$ cat src/rtl/peripheral_register_bridge_if.sv
// Host-side request/response channels of the peripheral register bridge.
// Define PERIPHERAL_REGISTER_BRIDGE_WSTRB_EN to add the req_wstrb byte-enable field.
interface peripheral_register_bridge_if;
    // Both channels: a beat transfers on the rising clk edge where valid && ready;
    // the sender holds valid and its payload stable until that edge.
    logic        req_valid;
    logic        req_ready;
    logic        req_write;
    logic [15:0] req_addr;
    logic [31:0] req_wdata;
`ifdef PERIPHERAL_REGISTER_BRIDGE_WSTRB_EN
    logic [3:0]  req_wstrb;
`endif
    logic        resp_valid;
    logic        resp_ready;
    logic [31:0] resp_rdata;
    logic        resp_error;

`ifdef PERIPHERAL_REGISTER_BRIDGE_WSTRB_EN
    modport master (
        output req_valid, req_write, req_addr, req_wdata, req_wstrb, resp_ready,
        input  req_ready, resp_valid, resp_rdata, resp_error
    );
    modport slave (
        input  req_valid, req_write, req_addr, req_wdata, req_wstrb, resp_ready,
        output req_ready, resp_valid, resp_rdata, resp_error
    );
`else
    modport master (
        output req_valid, req_write, req_addr, req_wdata, resp_ready,
        input  req_ready, resp_valid, resp_rdata, resp_error
    );
    modport slave (
        input  req_valid, req_write, req_addr, req_wdata, resp_ready,
        output req_ready, resp_valid, resp_rdata, resp_error
    );
`endif
endinterface

$ cat src/rtl/peripheral_register_bridge.sv
// Single-beat host request to one-hot register strobe bridge, one request in flight.
// Define PERIPHERAL_REGISTER_BRIDGE_WSTRB_EN for byte-enabled (read-modify-write) writes.
module peripheral_register_bridge #(
    parameter int REGS         = 1,
    parameter int ADDRESSWIDTH = (REGS > 1) ? $clog2(REGS) : 1,
    parameter int READ_LATENCY = 0,
    localparam int DEPTH       = 2 ** ADDRESSWIDTH
) (
    input  logic                     clk,
    input  logic                     reset,
    peripheral_register_bridge_if.slave bus,
    output logic [31:0]              reg_data_in,
    input  logic [32*DEPTH-1:0]      reg_data_out,
    output logic [DEPTH-1:0]         reg_write_en,
    output logic [DEPTH-1:0]         reg_read_en,
    output logic [2:0]               dbg_state
);

    typedef enum logic [2:0] {
        IDLE   = 3'd0,
        STROBE = 3'd1,
        WAIT   = 3'd2,
        WBACK  = 3'd3,
        RESP   = 3'd4
    } state_t;

    localparam logic [2:0] LAST_WAIT = (READ_LATENCY > 0) ? 3'(READ_LATENCY - 1) : 3'd0;

    state_t                  state_q;
    state_t                  state_d;
    logic                    write_q;
    logic                    rmw_q;
    logic [ADDRESSWIDTH-1:0] idx_q;
    logic [2:0]              wait_cnt;
    logic [31:0]             resp_rdata_q;
    logic                    resp_error_q;
    logic [31:0]             data_in_q;

    logic                    accept;
    logic [ADDRESSWIDTH-1:0] req_idx;
    logic                    high_bits_set;
    logic                    req_err;
    logic                    full_word;
    logic                    null_write;
    logic                    sample;
    logic [31:0]             rd_word;
    logic [31:0]             merged;
    logic [DEPTH-1:0]        idx_onehot;

    assign bus.req_ready  = (state_q == IDLE) && !reset;
    assign accept         = bus.req_valid && bus.req_ready;

    assign req_idx        = bus.req_addr[ADDRESSWIDTH+1:2];
    assign high_bits_set  = |(bus.req_addr >> (ADDRESSWIDTH + 2));
    assign req_err        = (bus.req_addr[1:0] != 2'b00) || high_bits_set || (int'(req_idx) >= REGS);

    assign rd_word        = reg_data_out[32*idx_q +: 32];
    assign idx_onehot     = DEPTH'(1) << idx_q;

`ifdef PERIPHERAL_REGISTER_BRIDGE_WSTRB_EN
    logic [31:0] wdata_q;
    logic [3:0]  wstrb_q;

    assign full_word  = (bus.req_wstrb == 4'hF);
    assign null_write = bus.req_write && (bus.req_wstrb == 4'h0);

    always_comb begin
        merged = rd_word;
        for (int b = 0; b < 4; b++) begin
            if (wstrb_q[b]) merged[8*b +: 8] = wdata_q[8*b +: 8];
        end
    end

    // Partial byte enables turn a write into a read of the old word followed by a write-back.
    always_ff @(posedge clk or posedge reset) begin
        if (reset) begin
            rmw_q   <= 1'b0;
            wdata_q <= '0;
            wstrb_q <= '0;
        end else if (accept) begin
            rmw_q   <= bus.req_write && !req_err && !full_word && !null_write;
            wdata_q <= bus.req_wdata;
            wstrb_q <= bus.req_wstrb;
        end
    end
`else
    assign full_word  = 1'b1;
    assign null_write = 1'b0;
    assign rmw_q      = 1'b0;
    assign merged     = rd_word;
`endif

    // The read word is valid on the last cycle of the latency window: STROBE itself when
    // there is no latency, otherwise the final WAIT cycle.
    assign sample = ((state_q == STROBE) && (!write_q || rmw_q) && (READ_LATENCY == 0)) ||
                    ((state_q == WAIT) && (wait_cnt == LAST_WAIT));

    always_ff @(posedge clk or posedge reset) begin
        if (reset) state_q <= IDLE;
        else       state_q <= state_d;
    end

    always_comb begin
        state_d = state_q;
        case (state_q)
            IDLE: begin
                if (accept) begin
                    if (req_err || null_write) state_d = RESP;
                    else                       state_d = STROBE;
                end
            end
            STROBE: begin
                if (write_q && !rmw_q)      state_d = RESP;
                else if (READ_LATENCY == 0) state_d = rmw_q ? WBACK : RESP;
                else                        state_d = WAIT;
            end
            WAIT: begin
                if (wait_cnt == LAST_WAIT) state_d = rmw_q ? WBACK : RESP;
            end
            WBACK: state_d = RESP;
            RESP: begin
                if (bus.resp_ready) state_d = IDLE;
            end
            default: state_d = IDLE;
        endcase
    end

    always_ff @(posedge clk or posedge reset) begin
        if (reset) begin
            write_q      <= 1'b0;
            idx_q        <= '0;
            wait_cnt     <= '0;
            resp_rdata_q <= '0;
            resp_error_q <= 1'b0;
            data_in_q    <= '0;
        end else begin
            if (accept) begin
                write_q      <= bus.req_write;
                idx_q        <= req_idx;
                resp_rdata_q <= '0;
                resp_error_q <= req_err;
                if (bus.req_write && !req_err && full_word) data_in_q <= bus.req_wdata;
            end
            if (state_q == STROBE)    wait_cnt <= '0;
            else if (state_q == WAIT) wait_cnt <= wait_cnt + 3'd1;
            if (sample) begin
                if (rmw_q) data_in_q    <= merged;
                else       resp_rdata_q <= rd_word;
            end
        end
    end

    always_comb begin
        reg_read_en  = '0;
        reg_write_en = '0;
        if (state_q == STROBE) begin
            if (write_q && !rmw_q) reg_write_en = idx_onehot;
            else                   reg_read_en  = idx_onehot;
        end
        if (state_q == WBACK) reg_write_en = idx_onehot;
    end

    assign reg_data_in    = data_in_q;
    assign bus.resp_valid = (state_q == RESP);
    assign bus.resp_rdata = resp_rdata_q;
    assign bus.resp_error = resp_error_q;
    assign dbg_state      = state_q;

endmodule

$ cat src/flat_wrapper.sv
// flat-port wrapper written by rule: the top's interface ports become plain ports
module peripheral_register_bridge_flat 
#(
    parameter int REGS         = 1,
    parameter int ADDRESSWIDTH = (REGS > 1) ? $clog2(REGS) : 1,
    parameter int READ_LATENCY = 0,
    localparam int DEPTH       = 2 ** ADDRESSWIDTH
)
  (clk, reset, reg_data_in, reg_data_out, reg_write_en, reg_read_en, dbg_state, bus_req_valid, bus_req_write, bus_req_addr, bus_req_wdata, bus_resp_ready, bus_req_ready, bus_resp_valid, bus_resp_rdata, bus_resp_error);
  peripheral_register_bridge_if bus_i ();
  input  logic clk;
  input  logic reset;
  output logic [31:0] reg_data_in;
  input  logic [32*DEPTH-1:0] reg_data_out;
  output logic [DEPTH-1:0] reg_write_en;
  output logic [DEPTH-1:0] reg_read_en;
  output logic [2:0] dbg_state;
  input wire logic [$bits(bus_i.req_valid)-1:0] bus_req_valid;
  input wire logic [$bits(bus_i.req_write)-1:0] bus_req_write;
  input wire logic [$bits(bus_i.req_addr)-1:0] bus_req_addr;
  input wire logic [$bits(bus_i.req_wdata)-1:0] bus_req_wdata;
  input wire logic [$bits(bus_i.resp_ready)-1:0] bus_resp_ready;
  output wire logic [$bits(bus_i.req_ready)-1:0] bus_req_ready;
  output wire logic [$bits(bus_i.resp_valid)-1:0] bus_resp_valid;
  output wire logic [$bits(bus_i.resp_rdata)-1:0] bus_resp_rdata;
  output wire logic [$bits(bus_i.resp_error)-1:0] bus_resp_error;
  assign bus_i.req_valid = bus_req_valid;
  assign bus_i.req_write = bus_req_write;
  assign bus_i.req_addr = bus_req_addr;
  assign bus_i.req_wdata = bus_req_wdata;
  assign bus_i.resp_ready = bus_resp_ready;
  assign bus_req_ready = bus_i.req_ready;
  assign bus_resp_valid = bus_i.resp_valid;
  assign bus_resp_rdata = bus_i.resp_rdata;
  assign bus_resp_error = bus_i.resp_error;
  peripheral_register_bridge #(.REGS(REGS), .ADDRESSWIDTH(ADDRESSWIDTH), .READ_LATENCY(READ_LATENCY)) u_core (.clk(clk), .reset(reset), .bus(bus_i), .reg_data_in(reg_data_in), .reg_data_out(reg_data_out), .reg_write_en(reg_write_en), .reg_read_en(reg_read_en), .dbg_state(dbg_state));
endmodule
$ cat config.mk
export PLATFORM = sky130hd
export DESIGN_NAME = peripheral_register_bridge_flat
export DESIGN_NICKNAME = d
export VERILOG_FILES = /design/src/rtl/peripheral_register_bridge_if.sv /design/src/rtl/peripheral_register_bridge.sv /design/src/flat_wrapper.sv
export SDC_FILE = /design/constraint.sdc
export NUM_CORES = 1
export LEC_CHECK = 0
export BUFFER_PORTS_ARGS = -buffer_cell sky130_fd_sc_hd__buf_4
export CORE_MARGIN = 8
export CORE_UTILIZATION = 40
export CTS_CLUSTER_SIZE = 12
export DETAILED_ROUTE_END_ITERATION = 8
export HOLD_SLACK_MARGIN = 0.15
export PLACE_DENSITY = 0.77
export SLEW_MARGIN = 25
export SYNTH_ARGS = -nofsm -noshare
export SYNTH_HDL_FRONTEND = slang
export SYNTH_SLANG_ARGS = --single-unit
$ cat constraint.sdc
create_clock -name clk -period 2.3 [get_ports clk]
set_input_delay 0.23 -clock clk [delete_from_list [all_inputs] [get_ports clk]]
set_output_delay 0.23 -clock clk [all_outputs]
set_load 0.02 [all_outputs]
==> results.yml, run 1 <==
outcome:
  status: "finished, final reports clean"
yosys:
  yosysMostFrequentCell: "dfrtp_1"
  synth_edf_count: 0
  synth_area_leaders: "dfrtp_1 (54%), mux2_4 (14%), mux2i_1 (10%)"
  synth_area_um2: 3177
  yosys-top-cells-count: "dfrtp_1 (69), mux2i_1 (32), nand3_1 (32), o21ai_1 (32), mux2_4 (30)"
  yosys.area.top_type: "dfrtp_1"
  seq_area_frac_synth_pct: 54.35
  ys_warn_count: 0
  synth_ff_type: "dfrtp_1"
  ys_async_sr_fraction_pct: 100.0
  synth_top_area_share_pct: 54.35
  syn_nets: 362
  syn_avg_cell_area_um2: 12.97
  ys_types: 26
  synth-seq-cells: 69
  netlist_instances: 245
detailed_routing:
  vias: 2776
  wl_per_cell_um: 18.65
  drt_iter0_markers: 66
  drtAntennaViolNets: 0
  viasPerCell: 4.828
  first_pass_iters: 4
  postRouteWirelength_um: 10720
  drc: 0
floorplanning:
  initial_core_util_pct: 41.11
  core_um2: 7727
  die-area_um2: 11050
  io-pin-count: 191
  die_w_um: 105.1
  die_y_um: 105.1
  rows: 32
global_routing:
  grt_start_max_net_pins: 38
  grt_pass1_vias: 3085
  grt_use_total_pct: 19.35
  grt-ovfl-total: 0
  antenna_found_initial: 0
  grt_pass1_wl_um: 17230
critical_path:
  rr_worst_depth: 5
  cp.required_ns: 2.52
  critPathArrivalTime_ns: 2.36
  crit_type: "input pin to flip-flop"
  cp-start-kind: "input pin"
  slowest_stage: "dlygate4sd3_1"
  cp_slowest_stage_delay_ns: 0.54
  cp_cell_sequence: "dlygate4sd3_1 -> buf_4 -> nor4_2 -> nand4_2 -> nor2_8 -> buf_12 -> mux2_4"
  endpoint_kind: "flip-flop"
  critical_path.max_fanout: 24
finish:
  final_nets: 585
  synthToLayoutAreaGrowth_pct: 65.18
  layout-drive-gt1-share_pct: 53.49
  antennaDiodeCount: 0
  nFillCells: 554
pwr:
  p_leak_nw: 2.738
  ir_drop_uv: 238.3
  power.density_nw_per_um2: 513.1
  total_power_mw: 2.692
clock_network:
  cts_tree: "yes"
  clk_pin_slew_worst_paths_ns: 0.08
  cts_root_buffer: "clkbuf_8"
  clock_sinks: 69
  cts_resized: 0
  cts_made_buffers: 9
  cts_buffer_depth: 2
  h-tree-depth: 3
  worstSkewPairLatency_ns: 0.33
hold_path:
  min_delay_path_depth: 3
  hp-class: "input pin to flip-flop"
sta:
  rsz0062_at_grt: "no"
  min_period_ns: 2.138
  slew-limit-headroom_pct: 60.05
  tightest_slew_ns: 0.5992
  finalMaxSlewViolations: 0
  setup_viol_count_final: 0
  fin_setup_tns_ns: 0
  final_hold_viol_count: 0
  skew_ns: 0.01031
  fin_crit_sh_pct: 92.94
  fmax_mhz: 467.8
placed_design:
  port_buffers: 189
  hpwl_um: 7589
  gp_congestion: 0.7623
run:
  max_cap_viol_count: 0
==> per-stage QoR <==
stage | instance area (um^2) | instances | worst slack, ns | hold slack [ns] | util (%)
after global placement | 4697 | 524 | 0.4088 | 0.3126 | 60.78
final | 5248 | 575 | 0.1624 | 0.1642 | 67.91
after CTS | 5248 | 575 | 0.1718 | 0.1577 | 67.91
after detailed placement | 4697 | 524 | 0.3499 | 0.3210 | 60.78
after global routing | 5248 | 575 | 0.01823 | 0.1607 | 67.91
after floorplan | 3177 | 245 | 0.3301 | 0.3468 | -
==> metal layers <==
layer | GRT usage [%] | share of wire (%) | wire length [um] | vias up
met4 | 4.485 | 0.86 | 92 | 0
li1 | - | - | - | 1319
met5 | 0 | 0 | 0 | -
met3 | 7.924 | 8.3 | 886 | 9
met2 | 32.81 | 51 | 5439 | 128
met1 | 22.26 | 40 | 4306 | 1320
==> critical path: cells and delay by family <==
kind          cells  cell delay, ns
simple gates      3            0.85
mux               1            0.33
buf+inv           3            0.93
==> worst paths after layout <==
kind	startpoint	endpoint	slack, ns
worst min register to register	u_core.reg_data_in[21]$_DFFE_PP0P_	u_core.reg_data_in[21]$_DFFE_PP0P_	0.50
worst min-delay path	reg_data_out[25]	u_core.bus.resp_rdata[25]$_DFFE_PP0P_	0.16
worst max register to register	u_core.dbg_state[0]$_DFFE_PP0P_	u_core.reg_data_in[25]$_DFFE_PP0P_	0.33
max in group asynchronous	reset	u_core.bus.resp_rdata[14]$_DFFE_PP0P_	1.13
worst max-delay path	bus_req_addr[2]	u_core.reg_data_in[25]$_DFFE_PP0P_	0.16
min in group asynchronous	reset	u_core.write_q$_DFFE_PP0P_	0.52
==> cell usage in the layout, fill, tap and decap left out, types with 5 or more instances in the layout <==
cell           Yosys  layout
o21ai_1           32      32
dfrtp_1           69      68
buf_4              1     191
mux2_4            30      30
mux2i_1           32      32
nand3_1           32      32
nor2_1             7       7
nand2_1            5       5
clkbuf_8           0      10
dlygate4sd3_1      0      35
==> flip-flops by register name, indices dropped and copies added (netlist names) <==
name and count:
u_core.bus.resp_rdata 32, u_core.reg_data_in 32, u_core.dbg_state 2, u_core.bus.resp_error 1, u_core.idx_q 1, u_core.write_q 1
==> logic make-up (layout without fill, tap and decap cells) <==
| family | count (synthesis) | in the layout | share of synthesized area [%] |
|---|---|---|---|
| other | 1 | 1 | 0.1180 |
| and+or+nand+nor | 56 | 56 | 10.75 |
| buffers and inverters | 21 | 249 | 4.293 |
| DFF | 69 | 69 | 54.35 |
| AOI/OAI and AO/OA | 34 | 34 | 5.514 |
| muxes | 64 | 64 | 24.97 |
==> where the power goes <==
| group | switching [mW] | internal, mW | total (mW) |
|---|---|---|---|
| logic | 0.169 | 0.270 | 0.439 |
| clock network | 0.468 | 0.529 | 0.997 |
| registers | 0.0355 | 1.22 | 1.26 |
==> area by class of cell <==
type                            count  area (um^2)  share of cell area [%]
Tap cell                          102        127.6                   2.432
Multi-Input combinational cell    155         1316                   25.08
Clock buffer                       10        137.6                   2.623
Inverter                            3        11.26                  0.2146
Timing Repair Buffer              230         1864                   35.53
Sequential cell                    69         1728                   32.93
Clock inverter                      6        62.56                   1.192
==> timing repair <==
action / 4_1_cts / 5_1_grt
hold buffers: 35 / 0
setup buffers: 0 / 0
endpoints found under the hold margin: 54 / 0
Power figures use the tool's default switching activity.
==> inputs of run 2 (changes only) <==
--- a/config.mk
+++ b/config.mk
@@ -6,12 +6,15 @@
 export NUM_CORES = 1
 export LEC_CHECK = 0
 export BUFFER_PORTS_ARGS = -buffer_cell sky130_fd_sc_hd__buf_4
+export CELL_PAD_IN_SITES_DETAIL_PLACEMENT = 1
+export CELL_PAD_IN_SITES_GLOBAL_PLACEMENT = 2
+export CORE_ASPECT_RATIO = 0.7
 export CORE_MARGIN = 8
-export CORE_UTILIZATION = 40
+export CORE_UTILIZATION = 26
 export CTS_CLUSTER_SIZE = 12
 export DETAILED_ROUTE_END_ITERATION = 8
 export HOLD_SLACK_MARGIN = 0.15
-export PLACE_DENSITY = 0.77
+export PLACE_DENSITY = 0.83
 export SLEW_MARGIN = 25
 export SYNTH_ARGS = -nofsm -noshare
 export SYNTH_HDL_FRONTEND = slang
==> constraint.sdc (replaced) <==
create_clock -name clk -period 2.3 [get_ports clk]
set_input_delay 0.345 -clock clk [delete_from_list [all_inputs] [get_ports clk]]
set_output_delay 0.345 -clock clk [all_outputs]
set_load 0.02 [all_outputs]
==> run 2 against run 1 <==
Design area shrank 2.5%. Register-to-register slack improved by 0.23 ns. Highest routed layer unchanged. Fmax increased by 11%. First-iteration DRC count rose by 15%. Sequential cell count unchanged. Sequential power barely moved. Final cell count grew 4.2%. Hold slack better by 0.069 ns. Core utilization is 25 points lower. Clock power grew 51%. Via count decreased by 5.6%.
==> results.yml, run 2 (synthesis results as in run 1) <==
outcome:
  status: "finished, final reports clean"
run:
  max_cap_viol_count: 0
detailed_routing:
  viasPerCell: 4.376
  postRouteWirelength_um: 10270
  wl_per_cell_um: 17.14
  drtAntennaViolNets: 0
  drt_iter0_markers: 76
  vias: 2621
  drc: 0
  first_pass_iters: 4
finish:
  layout-drive-gt1-share_pct: 57.92
  synthToLayoutAreaGrowth_pct: 61.05
  final_nets: 554
  layout_commonest_cell: "buf_4"
  final_cell_mix: "buf_4 (195), dfrtp_1 (68), mux2i_1 (32), nand3_1 (32), o21ai_1 (32)"
  finalNonFillerCells: 599
  antennaDiodeCount: 0
pwr:
  p_leak_nw: 2.658
  ir_drop_uv: 324.1
  power.density_nw_per_um2: 617.1
sta:
  rsz0062_at_grt: "no"
  fin_crit_sh_pct: 83.62
  fin_setup_tns_ns: 0
  slew-limit-headroom_pct: 59.72
  tightest_slew_ns: 0.6042
  min_period_ns: 1.923
  skew_ns: 0.006178
  final_hold_viol_count: 0
  setup_viol_count_final: 0
  fmax_mhz: 519.9
  finalMaxSlewViolations: 0
floorplanning:
  core_um2: 11810
  initial_core_util_pct: 26.90
  die-area_um2: 16070
  rows: 33
  die_w_um: 148.1
  die_y_um: 108.5
  io-pin-count: 191
clock_network:
  cts_root_buffer: "clkbuf_16"
  clock_sinks: 69
  cts_buffer_depth: 2
  h-tree-depth: 3
  cts_resized: 0
  worstSkewPairLatency_ns: 0.32
  clk_pin_slew_worst_paths_ns: 0.06
  cts_tree: "yes"
  cts_made_buffers: 9
global_routing:
  grt-ovfl-total: 0
  grt_use_total_pct: 12.52
  antenna_found_initial: 0
  grt_pass1_vias: 2940
  grt_pass1_wl_um: 15960
  grt_start_max_net_pins: 65
placed_design:
  gp_congestion: 0.7035
  dp.cells: 582
  hpwl_um: 8292
  port_buffers: 189
critical_path:
  r2r-start: "u_core.dbg_state[0]$_DFFE_PP0P_"
  critPathArrivalTime_ns: 2.13
  cp-start-kind: "input pin"
  cp.required_ns: 2.51
  crit_start: "reset"
  crit_type: "input pin to flip-flop"
  reg2reg_slack_ns: 0.56
  critical_path.max_fanout: 10
  endpoint_kind: "flip-flop"
hold_path:
  hp-class: "input pin to flip-flop"
  hp-start: "bus_req_wdata[20]"
run 2: timing repair:
action / CTS / global route
hold endpoints to repair: 21 / 0
hold buffers: 1 / 0
endpoints found under the setup margin: 0 / 0
buffers inserted: 0 / 0
run 2: layout make-up:
cell class,count,area (um^2)
Inverter,3,11.26
Fill cell,1343,6693
Timing Repair Buffer,199,1534
Sequential cell,69,1728
Multi-Input combinational cell,155,1316
Clock inverter,7,105.1
Clock buffer,9,225.2
Tap cell,157,196.4
run 2: final timing paths:
path                                                    endpoint  depth (start not counted)
hold reg to reg               u_core.reg_data_in[20]$_DFFE_PP0P_                          1
setup / recovery               u_core.reg_data_in[5]$_DFFE_PP0P_                          7
min in group asynchronous        u_core.dbg_state[0]$_DFFE_PP0P_                          3
hold / removal                u_core.reg_data_in[20]$_DFFE_PP0P_                          2
setup reg to reg               u_core.reg_data_in[5]$_DFFE_PP0P_                          5
max in group asynchronous  u_core.bus.resp_rdata[12]$_DFFE_PP0P_                          4
run 2: through the flow:
stage	area (um^2)	util (%)	hold WS (ns)	total power [mW]	setup WS (ns)
after floorplan	3177	-	0.4602	1.449	0.2151
after global placement	4776	40.44	0.4557	1.666	0.4632
after detailed placement	4776	40.44	0.4675	1.676	0.3822
after CTS	5116	43.32	0.2220	3.223	0.3588
after global routing	5116	43.32	0.2283	3.287	0.2615
final	5116	43.32	0.2329	3.157	0.3767
run 2: worst max-delay path, cell delays in order:
cell	delay (ns)
dlygate4sd3_1	0.53
buf_4	0.15
nor4b_4	0.27
nand2_2	0.15
nor2_8	0.11
buf_4	0.24
mux2_4	0.32
run 2: routing by layer:
layer  wire length [um]  track usage (%)
met1               4361            14.55
met2               4927            20.73
met3                909            5.590
met4                 68            3.481
met5                  0                0
run 2: where the power goes:
part	switching, mW	internal [mW]
logic	0.155	0.235
clock network	0.548	0.966
registers	0.0314	1.22
total	0.734	2.42
==> inputs of run 3 (changes only) <==
--- a/config.mk
+++ b/config.mk
@@ -5,16 +5,17 @@
 export SDC_FILE = /design/constraint.sdc
 export NUM_CORES = 1
 export LEC_CHECK = 0
+export ABC_AREA = 1
 export BUFFER_PORTS_ARGS = -buffer_cell sky130_fd_sc_hd__buf_4
 export CELL_PAD_IN_SITES_DETAIL_PLACEMENT = 1
 export CELL_PAD_IN_SITES_GLOBAL_PLACEMENT = 2
 export CORE_ASPECT_RATIO = 0.7
 export CORE_MARGIN = 8
-export CORE_UTILIZATION = 26
+export CORE_UTILIZATION = 22
 export CTS_CLUSTER_SIZE = 12
 export DETAILED_ROUTE_END_ITERATION = 8
 export HOLD_SLACK_MARGIN = 0.15
-export PLACE_DENSITY = 0.83
+export PLACE_DENSITY = 0.81
 export SLEW_MARGIN = 25
 export SYNTH_ARGS = -nofsm -noshare
 export SYNTH_HDL_FRONTEND = slang
==> constraint.sdc (replaced) <==
create_clock -name clk -period 1.8 [get_ports clk]
set_input_delay 0.27 -clock clk [delete_from_list [all_inputs] [get_ports clk]]
set_output_delay 0.27 -clock clk [all_outputs]
set_load 0.02 [all_outputs]
==> run 3 against run 2 <==
Sequential share of layout area shrank 0.68 points. Core utilization shrank 5.3 points. Critical path type is now flip-flop to flip-flop. Critical path depth shrank 1. Power grew 29%. Largest cell class unchanged.
==> results.yml, run 3 <==
critical_path:
  crit_type: "flip-flop to flip-flop"
  cp_cell_sequence: "nor2_1 -> nand3_4 -> nor2_4 -> nand3_4 -> nand2_1 -> nand2_1"
  slowest_stage: "dfrtp_1"
  cp_num_cells: 6
  endpoint_kind: "flip-flop"
  rr_worst_depth: 6
  cp_slowest_stage_delay_ns: 0.40
  critical_path.max_fanout: 32
  cp-start-kind: "flip-flop"
  cp_top_family: "simple AND/OR/NAND/NOR gates"
  cp.required_ns: 2.01
  critPathArrivalTime_ns: 1.85
  cp.buffers_inverters: 0
yosys:
  syn_avg_cell_area_um2: 8.391
  ys_warn_count: 0
  netlist_instances: 364
  synth_top_area_share_pct: 56.53
  synth_area_um2: 3054
  yosys.area.top_type: "dfrtp_1"
  ys_async_sr_fraction_pct: 100.0
  synth-seq-cells: 69
  ys_types: 19
  yosysMostFrequentCell: "nand2_1"
  yosys-top-cells-count: "nand2_1 (175), dfrtp_1 (69), nand3_1 (33)"
  synth_ff_type: "dfrtp_1"
  seq_area_frac_synth_pct: 56.53
  synth_edf_count: 0
  synth_area_leaders: "dfrtp_1 (57%), nand2_1 (22%), nand4_1 (6.6%)"
  syn_nets: 481
clock_network:
  cts_root_buffer: "clkbuf_16"
  clk_pin_slew_worst_paths_ns: 0.06
  cts_buffer_depth: 2
  clock_sinks: 69
  h-tree-depth: 3
  cts_tree: "yes"
  worstSkewPairLatency_ns: 0.33
  cts_made_buffers: 9
sta:
  fmax_mhz: 610.9
  min_period_ns: 1.637
  final_hold_viol_count: 0
  fin_setup_tns_ns: 0
  skew_ns: 0.004732
  rsz0062_at_grt: "yes"
  setup_viol_count_final: 0
  slew-limit-headroom_pct: 60.36
  tightest_slew_ns: 0.5937
  fin_crit_sh_pct: 90.95
  finalMaxSlewViolations: 0
global_routing:
  grt_use_total_pct: 13.65
  grt_start_max_net_pins: 70
  antenna_found_initial: 0
  grt_pass1_vias: 3692
  grt_pass1_wl_um: 19240
  grt-ovfl-total: 0
outcome:
  status: "finished, final reports clean"
hold_path:
  hp-class: "input pin to flip-flop"
  min_delay_path_depth: 3
placed_design:
  hpwl_um: 9119
  port_buffers: 189
  gp_congestion: 0.7725
  placed_cell_area_um2: 4661
detailed_routing:
  viasPerCell: 4.293
  drtAntennaViolNets: 0
  wl_per_cell_um: 15.94
  drt_iter0_markers: 166
  postRouteWirelength_um: 12180
  drc: 0
  vias: 3280
  first_pass_iters: 4
pwr:
  power.density_nw_per_um2: 778.3
  pwr-share-comb_pct: 9.4
  p_leak_nw: 2.834
  sequentialPowerShare_pct: 38.9
  intPower_mw: 3.220
  power.switching_mw: 0.8408
  total_power_mw: 4.061
  p_sw_share_pct: 20.71
  p_clk_share_pct: 51.7
  ir_drop_uv: 475.0
finish:
  nFillCells: 1644
  layout_commonest_cell: "buf_4"
  final_area_um2: 5218
  final_cell_mix: "buf_4 (198), nand2_1 (174), dfrtp_1 (69), nand3_1 (33), nand4_1 (32)"
  multiInputGateArea_um2: 1176
  final_core_util_pct: 37.98
  antennaDiodeCount: 0
  synthToLayoutAreaGrowth_pct: 70.83
  final_nets: 686
  ff_latch_area_um2: 1727
  layout-drive-gt1-share_pct: 39.20
floorplanning:
  initial_core_util_pct: 22.23
  die_w_um: 156.8
  die-area_um2: 17970
  die_y_um: 114.6
  rows: 36
  core_um2: 13740
  io-pin-count: 191
run:
  max_cap_viol_count: 0
run 3: path summary, 6_finish.rpt:
check / startpoint / slack [ns] / to
worst max register to register: u_core.dbg_state[2]$_DFFE_PP0P_ / 0.16 / u_core.reg_data_in[29]$_DFFE_PP0P_
min in group asynchronous: reset / 0.62 / u_core.bus.resp_rdata[5]$_DFFE_PP0P_
worst max-delay path: u_core.dbg_state[2]$_DFFE_PP0P_ / 0.16 / u_core.reg_data_in[29]$_DFFE_PP0P_
worst min-delay path: reg_data_out[45] / 0.16 / u_core.bus.resp_rdata[13]$_DFFE_PP0P_
worst min register to register: u_core.reg_data_in[4]$_DFFE_PP0P_ / 0.48 / u_core.reg_data_in[4]$_DFFE_PP0P_
max in group asynchronous: reset / 0.63 / u_core.bus.resp_rdata[18]$_DFFE_PP0P_
run 3: kinds of logic (layout without fill, tap and decap cells):
family                 Yosys count  in the layout  synth area share (%)
other                            1              1                0.1228
AOI/OAI and AO/OA                2              2                0.4096
buffers and inverters           30            240                 5.285
and+or+nand+nor                262            262                 37.65
DFF                             69             69                 56.53
run 3: final cells by class:
cell class | count | area share, %
clock buffer | 11 | 4.844
clock inverter | 5 | 2.038
inverter | 8 | 0.6475
multi-input combinational | 265 | 22.54
sequential | 69 | 33.09
tap | 190 | 4.556
timing repair buffer | 216 | 32.28
run 3: layer usage:
layer | vias up | global-route usage (%) | wire length, um
li1 | 1591 | - | -
met1 | 1559 | 16.55 | 5267
met2 | 114 | 21.68 | 5657
met3 | 16 | 5.392 | 1052
met4 | 0 | 4.659 | 203
met5 | - | 0 | 0
run 3: worst reg2reg max path: cells and delay by family (launching register included):
family	cells	cell delay, ns
flops	1	0.40
simple gates	6	1.13
run 3: through the flow:
| step | std cells | setup slack [ns] | hold WS [ns] |
|---|---|---|---|
| after global routing | 764 | -0.02249 | 0.1574 |
| after detailed placement | 730 | 0.1126 | 0.4718 |
| after global placement | 730 | 0.2409 | 0.4671 |
| final | 764 | 0.1630 | 0.1636 |
| after CTS | 762 | 0.1118 | 0.1502 |
| after floorplan | 364 | -0.3212 | 0.3910 |
run 3: power groups by stage:
stage | registers [mW] | logic (mW) | clock network [mW]
finish | 1.58 | 0.382 | 2.10
global route | 1.58 | 0.419 | 2.22
CTS | 1.58 | 0.380 | 2.16
detailed placement | 1.61 | 0.351 | 0
global placement | 1.61 | 0.347 | 0
floorplan | 1.61 | 0.101 | 0
run 3: what timing repair did:
item	CTS	global route
resized for setup	0	0
setup buffers	0	0
hold buffers	16	1
hold endpoints to repair	11	21
endpoints found under the setup margin	0	8
